[src/rtl/sig_sched_pkg.sv]
`default_nettype none
// +------------------------------------------------------------------+
// | sig_sched_pkg : shared types/constants for signal_scheduler      |
// | Rev 1.0                                                           |
// +------------------------------------------------------------------+
package sig_sched_pkg;

  localparam int DEF_NREQ  = 4;
  localparam int DEF_PAT_W = 8;
  localparam int DEF_LEN_W = 3;
  localparam int DEF_REP_W = 4;

  typedef logic state_t;
  localparam state_t ST_IDLE = 1'b0;
  localparam state_t ST_RUN  = 1'b1;

  function automatic int clog2(input int n);
    int r;
    r = 0;
    while ((1 << r) < n) r++;
    return r;
  endfunction

endpackage
`default_nettype wire

[src/rtl/sig_sched_arb.sv]
`default_nettype none
// +------------------------------------------------------------------+
// | sig_sched_arb : combinational requester selection                |
// | SIG_SCHED_FIXED_PRIO_EN selects fixed priority; Rev 1.0          |
// +------------------------------------------------------------------+
module sig_sched_arb
  import sig_sched_pkg::*;
#(
  parameter int NREQ  = DEF_NREQ,
  parameter int IDX_W = (NREQ > 1) ? clog2(NREQ) : 1
) (
  input  logic [NREQ-1:0]  req,
  input  logic [IDX_W-1:0] last,
  output logic [IDX_W-1:0] winner,
  output logic             valid
);

  assign valid = |req;

`ifdef SIG_SCHED_FIXED_PRIO_EN
  logic unused_last;
  assign unused_last = ^last;

  always_comb begin
    winner = '0;
    for (int i = NREQ - 1; i >= 0; i--) begin
      if (req[IDX_W'(i)]) winner = IDX_W'(i);
    end
  end
`else
  // Walk farthest-to-nearest from last so the nearest requester after last is written last.
  always_comb begin
    winner = '0;
    for (int k = NREQ; k >= 1; k--) begin
      int cand;
      cand = (int'(last) + k) % NREQ;
      if (req[IDX_W'(cand)]) winner = IDX_W'(cand);
    end
  end
`endif

endmodule
`default_nettype wire

[src/rtl/signal_scheduler.sv]
`default_nettype none
// +------------------------------------------------------------------+
// | signal_scheduler : shared serial pattern sequencer (RR arbitrated)|
// | Option macro SIG_SCHED_FIXED_PRIO_EN; Rev 1.0                    |
// +------------------------------------------------------------------+
module signal_scheduler
  import sig_sched_pkg::*;
#(
  parameter int NREQ  = DEF_NREQ,
  parameter int PAT_W = DEF_PAT_W,
  parameter int LEN_W = DEF_LEN_W,
  parameter int REP_W = DEF_REP_W,
  localparam int IDX_W = (NREQ > 1) ? clog2(NREQ) : 1
) (
  input  logic                  clk,
  input  logic                  rst,
  input  logic [NREQ-1:0]       req,
  input  logic [NREQ*PAT_W-1:0] pat,
  input  logic [NREQ*LEN_W-1:0] len,
  input  logic [NREQ*REP_W-1:0] rep,
  input  logic                  abort,
  output logic [NREQ-1:0]       grant,
  output logic [IDX_W-1:0]      owner,
  output logic                  busy,
  output logic                  out,
  output logic                  out_valid,
  output logic                  done
);

  state_t             state_q, state_d;
  logic [NREQ-1:0]    grant_q, grant_d;
  logic [IDX_W-1:0]   owner_q, owner_d;
  logic [IDX_W-1:0]   last_q, last_d;
  logic [PAT_W-1:0]   pat_q, pat_d;
  logic [LEN_W-1:0]   len_q, len_d;
  logic [REP_W-1:0]   rep_q, rep_d;
  logic [LEN_W-1:0]   bit_cnt_q, bit_cnt_d;
  logic [REP_W-1:0]   rep_cnt_q, rep_cnt_d;
  logic               done_q, done_d;

  logic [IDX_W-1:0]   arb_winner;
  logic               arb_valid;
  logic [LEN_W-1:0]   bit_idx;

  sig_sched_arb #(
    .NREQ  (NREQ),
    .IDX_W (IDX_W)
  ) u_arb (
    .req    (req),
    .last   (last_q),
    .winner (arb_winner),
    .valid  (arb_valid)
  );

  always_ff @(posedge clk) begin
    if (!rst) begin
      state_q   <= ST_IDLE;
      grant_q   <= '0;
      owner_q   <= '0;
      last_q    <= IDX_W'(NREQ - 1);
      pat_q     <= '0;
      len_q     <= '0;
      rep_q     <= '0;
      bit_cnt_q <= '0;
      rep_cnt_q <= '0;
      done_q    <= 1'b0;
    end else begin
      state_q   <= state_d;
      grant_q   <= grant_d;
      owner_q   <= owner_d;
      last_q    <= last_d;
      pat_q     <= pat_d;
      len_q     <= len_d;
      rep_q     <= rep_d;
      bit_cnt_q <= bit_cnt_d;
      rep_cnt_q <= rep_cnt_d;
      done_q    <= done_d;
    end
  end

  always_comb begin
    state_d   = state_q;
    grant_d   = '0;
    owner_d   = owner_q;
    last_d    = last_q;
    pat_d     = pat_q;
    len_d     = len_q;
    rep_d     = rep_q;
    bit_cnt_d = bit_cnt_q;
    rep_cnt_d = rep_cnt_q;
    done_d    = 1'b0;
    case (state_q)
      ST_IDLE: begin
        if (arb_valid) begin
          grant_d   = NREQ'(1) << arb_winner;
          owner_d   = arb_winner;
          last_d    = arb_winner;
          pat_d     = pat[int'(arb_winner)*PAT_W +: PAT_W];
          len_d     = len[int'(arb_winner)*LEN_W +: LEN_W];
          rep_d     = rep[int'(arb_winner)*REP_W +: REP_W];
          bit_cnt_d = '0;
          rep_cnt_d = '0;
          state_d   = ST_RUN;
        end
      end
      ST_RUN: begin
        // Abort outranks completion, so an abort on the final bit yields no done.
        if (abort) begin
          state_d = ST_IDLE;
        end else if (bit_cnt_q == len_q) begin
          bit_cnt_d = '0;
          if (rep_cnt_q == rep_q) begin
            state_d = ST_IDLE;
            done_d  = 1'b1;
          end else begin
            rep_cnt_d = rep_cnt_q + 1'b1;
          end
        end else begin
          bit_cnt_d = bit_cnt_q + 1'b1;
        end
      end
      default: state_d = ST_IDLE;
    endcase
  end

  assign bit_idx = len_q - bit_cnt_q;

  always_comb begin
    busy      = (state_q == ST_RUN);
    out_valid = busy;
    out       = busy ? pat_q[bit_idx] : 1'b0;
    grant     = grant_q;
    owner     = owner_q;
    done      = done_q;
  end

endmodule
`default_nettype wire

[config.mk]
export PLATFORM = sky130hd
export DESIGN_NAME = signal_scheduler
export DESIGN_NICKNAME = d
export VERILOG_FILES = /design/src/rtl/sig_sched_pkg.sv /design/src/rtl/sig_sched_arb.sv /design/src/rtl/signal_scheduler.sv
export SDC_FILE = /design/constraint.sdc
export NUM_CORES = 1
export LEC_CHECK = 0
export ABC_AREA = 1
export CAP_MARGIN = 20
export CORE_MARGIN = 3
export CORE_UTILIZATION = 49
export CTS_BUF_LIST = sky130_fd_sc_hd__clkbuf_16
export CTS_CLUSTER_SIZE = 25
export DETAILED_ROUTE_END_ITERATION = 12
export MAX_ROUTING_LAYER = met4
export PLACE_DENSITY_LB_ADDON = 0.08
export SETUP_SLACK_MARGIN = 0.4
export SLEW_MARGIN = 20
export SYNTH_ARGS = -nofsm -noshare
export SYNTH_HDL_FRONTEND = slang
export SYNTH_HIERARCHICAL = 1
export SYNTH_SLANG_ARGS = --single-unit
[constraint.sdc]
create_clock -name clk -period 4.13 [get_ports clk]
set_input_delay 0.826 -clock clk [delete_from_list [all_inputs] [get_ports clk]]
set_output_delay 0.826 -clock clk [all_outputs]
set_load 0.01 [all_outputs]
==> results.ini, run 1 <==
[logic_synthesis]
synth_most_common_cell=nor2_1
synthTopCellsByCount=nor2_1 (57), nand2_1 (53), inv_1 (46)
synth_area_leader_cell=dfxtp_1
synth_ff_type=dfxtp_1
netlist_area_um2=2190
synth-edff-count=0
yosysTopAreaCellShare=0.293
synthCells=348
yosysWarnings=6
synth_seq_cells=32
synth_cell_types=34
syn_nets=420
ys_seq_area_frac=0.293
synth_area_per_cell_um2=6.29
async_flop_share=0
yosys-top-cells-area=dfxtp_1 (29%), nor2_1 (9.8%), o21ai_0 (9.6%)

[clock_tree]
cts_inserted_buffers=5
tritoncts=yes
cts_hold_buf=0
cts_setup_buffers=0
cts_resized=0
cts_max_level=2
clockBufferDepth=2
cts_root_buf=clkbuf_16
clock_latency_ns=0.28
clkTransAtPathRegs_ns=0.05
cts_sinks=32

[power]
ir_worst_vdd_v=0.000413
swShare=0.477
power.density_nw_per_um2=725
power.share.clock=0.156
seqPwrFrac=0.230
power_mw=2.23
internal_power_mw=1.17
p_leak_nw=1.41
combPwrFrac=0.613
switchingPower_mw=1.06

[floorplan]
fp.dieH_um=72.8
pin_count=77
die_w_um=72.8
die-area_um2=5300
core_region_area_um2=4140
initial_core_util=0.528
std_cell_rows=23

[worst_setup_path]
cp.required_ns=3.30
worstSetupStartpointType=register
reg2reg_slack_ns=1.78
crit_slowest_cell=clkdlybuf4s50_1
r2r_start=last_q[0]$_SDFFE_PN1P_
worstRegToRegCells=12
worstPathCellList=ha_1 > inv_1 > fa_1 > inv_1 > a21oi_1 > o21ai_0 > nand2_1 > o21ai_0 > a21oi_1 > clkdlybuf4s50_1
crit_arrival_ns=2.49
critPathKind=reg2out
end_kind=primary output
slowest_delay_ns=0.54
path_max_fanout=4
reg2reg_to=pat_q[1]$_SDFFE_PN0P_

[hold_path]
min_from=owner[0]$_SDFFE_PN0P_
hold_path_class=reg2reg
holdPathStages=2
min_to=owner[0]$_SDFFE_PN0P_

[cells_and_area]
syn2layout_area_growth_pct=40.5
drive_gt1_frac=0.0813
layout.nets=489
antennaDiodeCount=0
final_cells=468

[placement]
gp_congestion=0.821
numPlacedInstances=460
port_buffers=76
dpl.hpwl_mm=4.57

[drt]
drtIter0Drc=98
wl_per_cell_um=12.5
drc=0
ant_nets=0
vias=2405
vias_per_cell=5.14
drtPass1Iterations=4
wirelength_mm=5.87

[global_route]
grt_use_met1=0.302
grt_first_pass_wirelength_mm=9.85
use_met3=0.0579
grt_usage=0.244
top_usage_layer=met2
grt_max_degree=34
grt_pass1_vias=2296
antenna_found_initial=0
grt_use_met2=0.392
overflow=0

[sta]
rsz0062_at_grt=false
skew_ns=0.00605
fmax_mhz=302
tightest_slew_ns=0.530
maxSlewHeadroom=0.645
fin_crit_sh=0.803
maxSlewViolCount=0
setup-tns-final_ns=0
period_minus_slack_ns=3.32
finalSetupViolations=0
final_hold_viol_count=0

[job]
max_cap_violations=0

[outcome]
outcome=finished, final reports clean

-- cell type report --
type | instances | area, um2
clock buffer | 5 | 125
multi-input combinational | 246 | 1240
tap | 50 | 62.6
sequential | 32 | 641
timing repair buffer | 78 | 776
inverter | 54 | 211
clock inverter | 3 | 15.0
fill | 375 | 1070
-- worst max path at each step --
stage | startpoint | to
finish | bit_cnt_q[0]$_SDFFE_PN0P_ | out
global route | bit_cnt_q[0]$_SDFFE_PN0P_ | out
CTS | bit_cnt_q[0]$_SDFFE_PN0P_ | out
detailed placement | bit_cnt_q[0]$_SDFFE_PN0P_ | out
global placement | bit_cnt_q[0]$_SDFFE_PN0P_ | out
floorplan | bit_cnt_q[0]$_SDFFE_PN0P_ | out
-- kinds of logic (layout without fill, tap and decap cells) --
family | count (synthesis) | after routing | share of synthesized area
simple gates | 143 | 143 | 0.287
compound gates | 96 | 96 | 0.242
buf+inv | 70 | 140 | 0.138
flops | 32 | 32 | 0.293
fa+ha+maj | 5 | 5 | 0.0320
xor+xnor | 2 | 2 | 0.00801
-- power by group through the flow --
stage | logic [mW] | clock network, mW | registers (mW)
final | 1.37 | 0.349 | 0.514
after floorplan | 1.04 | 0 | 0.493
after global placement | 1.33 | 0 | 0.516
after detailed placement | 1.35 | 0 | 0.519
after CTS | 1.37 | 0.353 | 0.513
after global routing | 1.56 | 0.367 | 0.526
-- placed cells by master, fill, tap and decap left out, drive strengths merged, types with 2 or more instances in the layout --
cell | netlist | final
nand3 | 16 | 16
nand2 | 64 | 64
buf | 10 | 2
o22ai | 16 | 16
clkinv | 2 | 3
clkdlybuf4s50 | 0 | 76
o21ai | 56 | 56
clkbuf | 6 | 5
ha | 4 | 4
a21oi | 23 | 23
dfxtp | 32 | 32
nor3 | 2 | 2
nor2 | 58 | 58
inv | 52 | 53
-- metal layers --
metal	vias up	routed length (um)
met2	87	2630
met3	9	432
met4	0	91
met1	1049	2710
li1	1260	-
met5	-	0
-- through the flow --
stage          hold slack [ns]  instance area [um2]  utilization  setup WS (ns)
6_report                 0.474                 3080        0.742          0.814
5_1_grt                  0.499                 3080        0.742          0.625
4_1_cts                  0.477                 3080        0.742          0.817
3_5_place_dp             0.467                 2940        0.708           1.13
3_3_place_gp             0.465                 2940        0.708           1.18
2_1_floorplan            0.460                 2190            -           1.72
-- critical path, delay by kind of cell (launching register included) --
family                     cells  cell delay (ns)
DFF                            1             0.37
buffers and inverters          3             0.66
AOI/OAI and AO/OA              4             0.41
and+or+nand+nor                1             0.07
adders and majority gates      2             0.69
-- state kept, by name (all words and copies together) (netlist names) --
register,flops
pat_q,8
grant,4
rep_cnt_q,4
rep_q,4
bit_cnt_q,3
len_q,3
last_q,2
owner,2
busy,1
done,1
Power figures use the tool's default switching activity.
==> inputs of run 2 (changes only) <==
CORE_UTILIZATION = 45   (was 49)
clock period = 3.35 ns   (was 4.13 ns; I/O delays follow)
==> run 2 against run 1 <==
Wire length fell by 2.3%. Largest cell class unchanged. Global-route usage fell by 2.0 points. Critical path type unchanged. Sequential share of layout area fell by 0.069 points. Non-clock buffer count rose by 1. Clock skew barely moved. Via count fell by 1.4%. Final cell count rose by 3.2%. Sequential power rose by 22%. Highest routed layer unchanged. Largest power group unchanged. Die area rose by 8.1%. Critical endpoint unchanged.
==> results.ini, run 2 (synthesis gave the netlist of run 1 again) <==
[sta]
maxSlewViolCount=0
worst_slack_ns=0.648
fin_crit_sh=0.806
rsz0062_at_grt=false
skew_ns=0.00594
maxSlewHeadroom=0.648
tightest_slew_ns=0.525
fmax_mhz=370
period_minus_slack_ns=2.70
finalSetupViolations=0
final_hold_viol_count=0
setup-tns-final_ns=0

[global_route]
antenna_found_initial=0
overflow=0
grt_usage=0.223
grt_max_degree=34
grt_first_pass_wirelength_mm=9.45
grt_pass1_vias=2190

[clock_tree]
cts_inserted_buffers=5
tritoncts=yes
clockBufferDepth=2
cts_sinks=32
cts_setup_buffers=0
cts_hold_buf=0
clkTransAtPathRegs_ns=0.05
clock_latency_ns=0.27
cts_max_level=2
cts_root_buf=clkbuf_16

[power]
power.share.clock=0.151
combPwrFrac=0.619
swShare=0.478
p_leak_nw=1.42
internal_power_mw=1.43
switchingPower_mw=1.31
power.density_nw_per_um2=885
ir_worst_vdd_v=0.000449
seqPwrFrac=0.229

[worst_setup_path]
crit_arrival_ns=2.03
crit_buf_inv=4
path_max_fanout=3
slowest_delay_ns=0.52
crit_slowest_cell=fa_1
critPathLaunch=len_q[0]$_SDFFE_PN0P_
worstSetupStartpointType=register
reg2reg_slack_ns=1.14
worstPathCellList=inv_1 > ha_1 > inv_1 > fa_1 > inv_1 > a21oi_1 > o21ai_0 > nand2_1 > o21ai_0 > a21oi_1 > clkbuf_2
crit_family=adder cells
r2r_start=last_q[0]$_SDFFE_PN1P_
cp_common_cell=inv_1
critPathKind=reg2out
cp.required_ns=2.68
end_kind=primary output

[job]
max_cap_violations=0

[drt]
ant_nets=0
drtIter0Drc=57
wl_met1_mm=2.72
met2_length_mm=2.58
wirelength_mm=5.74
topRoutingLayerUsed=met4
wl_per_cell_um=11.9
drc=0
vias_per_cell=4.91
vias=2372
drtPass1Iterations=4
dr_wl_met3_um=345

[placement]
port_buffers=76
place_ws_ns=0.506
dpl.hpwl_mm=4.53
dpl_cell_area_um2=2960
gp_congestion=0.981

[floorplan]
initial_core_util=0.483
die_w_um=75.7
fp.dieH_um=75.7
std_cell_rows=24
die-area_um2=5740
pin_count=77
core_region_area_um2=4530

[cells_and_area]
n_fill_cell=413
final_cell_mix=clkdlybuf4s50_1 (75), nor2_1 (57), nand2_1 (53)
top_register=pat_q
final_common_cell=clkdlybuf4s50_1
syn2layout_area_growth_pct=41.3
regArea_um2=642
largest_reg_flops=8
drive_gt1_frac=0.0885
layout.nets=490
stdcell_area_um2=3090
multi_input_area_um2=1240
antennaDiodeCount=0

[hold_path]
min_from=owner[1]$_SDFFE_PN0P_
hold_path_class=reg2reg

[outcome]
outcome=finished, final reports clean

run 2: cell types whose count changed in the layout (fill, tap and decap cells not counted), sizes merged:
cell	previous run	this run
clkinvlp	1	0
buf	2	3
clkdlybuf4s50	76	75
clkbuf	5	6
run 2: area by class of cell:
cell class	count	area share
clock inverters	2	0.00283
flip-flops and latches	32	0.208
clock buffers	5	0.0405
well taps	65	0.0263
repair buffers	79	0.252
inverters	54	0.0684
multi-input cells	246	0.403
run 2: repair_timing:
item / CTS / global route
cloned: 0 / 0
setup endpoints to repair: 1 / 1
gates resized for setup: 1 / 3
run 2: final timing paths:
kind              cells past startpoint                    end
setup / recovery                     11                    out
hold / removal                        2  owner[1]$_SDFFE_PN0P_
setup reg to reg                     14  len_q[0]$_SDFFE_PN0P_
hold reg to reg                       2  owner[1]$_SDFFE_PN0P_
run 2: layer usage:
layer / track usage / vias up
li1: - / 1265
met3: 0.0594 / 6
met2: 0.360 / 77
met1: 0.271 / 1024
met4: 0.0699 / 0
met5: - / -
run 2: tightest hold or removal path, cell delays in order (launching register included):
cell and delay [ns]:
dfxtp_1 0.30, nand3_1 0.07, nand2_1 0.05
run 2: power groups by stage:
| stage | Combinational (mW) | Sequential, mW | Clock, mW |
|---|---|---|---|
| after floorplan | 1.28 | 0.608 | 0 |
| after global placement | 1.67 | 0.632 | 0 |
| after detailed placement | 1.71 | 0.636 | 0 |
| after CTS | 1.71 | 0.628 | 0.425 |
| after global routing | 1.94 | 0.647 | 0.439 |
| final | 1.69 | 0.628 | 0.414 |
run 2: through the flow:
stage	util	std cells	hold WS [ns]	total power, mW
CTS	0.682	483	0.477	2.76
global route	0.682	483	0.504	3.03
global placement	0.653	476	0.461	2.30
floorplan	-	348	0.460	1.89
detailed placement	0.653	476	0.464	2.35
finish	0.682	483	0.470	2.74
==> inputs of run 3 (changes only) <==
CORE_UTILIZATION = 41   (was 45)
clock period = 2.4 ns   (was 3.35 ns; I/O delays follow)
==> run 3 against run 2 <==
The flow now finishes with violations (negative setup slack). Setup slack got worse by 0.69 ns. Utilization rose by 11 points. Count of clock-buffer cells in the layout did not move. Via count rose by 13%. Non-clock buffer count rose by 36. Highest routed layer unchanged.
==> results.ini, run 3 (synthesis gave the netlist of run 1 again) <==
[outcome]
outcome=finished with violations
violations=negative setup slack

[floorplan]
core_region_area_um2=4940
std_cell_rows=25
fp.dieH_um=79.1
die-area_um2=6250
die_w_um=79.1
initial_core_util=0.443
pin_count=77

[sta]
skew_ns=0.00715
period_minus_slack_ns=2.44
fin_crit_sh=1.02
rsz0062_at_grt=true
final_hold_viol_count=0
fmax_mhz=410
worst_slack_ns=-0.0373
tightest_slew_ns=0.545
hold_ws_ns=0.470
finalSetupViolations=1
maxSlewViolCount=0
maxSlewHeadroom=0.635

[worst_setup_path]
reg2reg_slack_ns=0.30
worstSetupStartpointType=register
worstRegToRegCells=15
critPathKind=reg2out
crit_arrival_ns=1.96
reg2reg_to=len_q[0]$_SDFFE_PN0P_
path_max_fanout=3
r2r_start=last_q[0]$_SDFFE_PN1P_
cp.required_ns=1.92
end_kind=primary output

[placement]
port_buffers=76
dpl.hpwl_mm=4.79
place_ws_ns=-0.172
dpl_cell_area_um2=3100
gp_congestion=0.911

[clock_tree]
clkTransAtPathRegs_ns=0.06
cts_max_level=2
clockBufferDepth=2
cts_root_buf=clkbuf_16
cts_sinks=32
cts_inserted_buffers=5
tritoncts=yes
clock_latency_ns=0.28
cts_hold_buf=0

[drt]
drtPass1Iterations=4
met2_length_mm=3.76
ant_nets=0
drtIter0Drc=129
wirelength_mm=7.74
wl_per_cell_um=14.8
dr_wl_met3_um=564
wl_met1_mm=3.24
vias=2691
drc=0
vias_per_cell=5.16
topRoutingLayerUsed=met4

[job]
max_cap_violations=0

[global_route]
grt_pass1_vias=2329
grt_first_pass_wirelength_mm=10.4
antenna_found_initial=0
grt_max_degree=21
grt_usage=0.218
overflow=0

[cells_and_area]
layout.nets=526
largest_reg_flops=8
top_register=pat_q
syn2layout_area_growth_pct=78.3
n_fill_cell=345
final_cell_mix=clkdlybuf4s50_1 (71), nand2_1 (46), nor2_1 (43)
antennaDiodeCount=0
fin_util=0.790
drive_gt1_frac=0.323
stdcell_area_um2=3900
final_common_cell=clkdlybuf4s50_1

[power]
p_leak_nw=1.75
ir_worst_vdd_v=0.00110
power.density_nw_per_um2=1590
power_mw=6.21

[hold_path]
min_to=owner[1]$_SDFFE_PN0P_
hold_path_class=reg2reg
holdPathStages=2
min_from=owner[1]$_SDFFE_PN0P_

-- run 3: changes by cell type in the layout (fill, tap and decap cells not counted), moves of 6 or more --
cell and delta:
o22ai_2 +12, inv_1 -9, nor2_2 +13, o21ai_2 +18
inv_2 +6, o21ai_4 +7, o21ai_1 +11, buf_4 +16
nor2_1 -14, buf_6 +11, o22ai_1 -12, o21ai_0 -36
nand2_1 -7
-- run 3: power by group --
group          leakage, nW  switching, mW  internal (mW)
logic                 1.41           2.44           2.18
registers            0.265          0.133          0.740
clock network       0.0789          0.226          0.482
-- run 3: metrics by stage --
step                      cells  TNS (ns)
final                       522   -0.0373
after global routing        522    -0.173
after CTS                   512   -0.0367
after detailed placement    494     -1.37
after global placement      494    -0.642
after floorplan             348         0
-- run 3: cell type report --
type	instances	area (um2)	area share
clock inverters	3	37.5	0.00962
clock buffers	5	125	0.0321
inverters	54	223	0.0571
multi-input cells	246	1580	0.406
repair buffers	115	1200	0.308
well taps	67	83.8	0.0215
flip-flops and latches	32	648	0.166
-- run 3: critical path, stage by stage (launching register included) --
cell and delay, ns:
dfxtp_2 0.31, inv_2 0.06, ha_4 0.12, inv_2 0.03
fa_1 0.55, inv_1 0.07, a21oi_1 0.11, o21ai_1 0.08
nand2_1 0.08, o21ai_2 0.06, a21oi_2 0.09, buf_2 0.13
-- run 3: worst max path at each step --
stage | from | endpoint | cells after the start
finish | len_q[0]$_SDFFE_PN0P_ | out | 11
global route | len_q[0]$_SDFFE_PN0P_ | out | 11
CTS | len_q[0]$_SDFFE_PN0P_ | out | 11
detailed placement | len_q[0]$_SDFFE_PN0P_ | out | 11
global placement | len_q[0]$_SDFFE_PN0P_ | out | 11
floorplan | len_q[0]$_SDFFE_PN0P_ | out | 10
-- run 3: metal layers --
metal | vias to the layer above | track usage
met5 | - | -
met4 | 0 | 0.0670
met3 | 20 | 0.0397
met2 | 125 | 0.365
met1 | 1207 | 0.267
li1 | 1339 | -
-- run 3: timing repair --
action / CTS / global route
pin swaps: 11 / 50
cloned: 1 / 3
resized for setup: 26 / 132
setup buffers: 9 / 7
setup endpoints to repair: 17 / 16
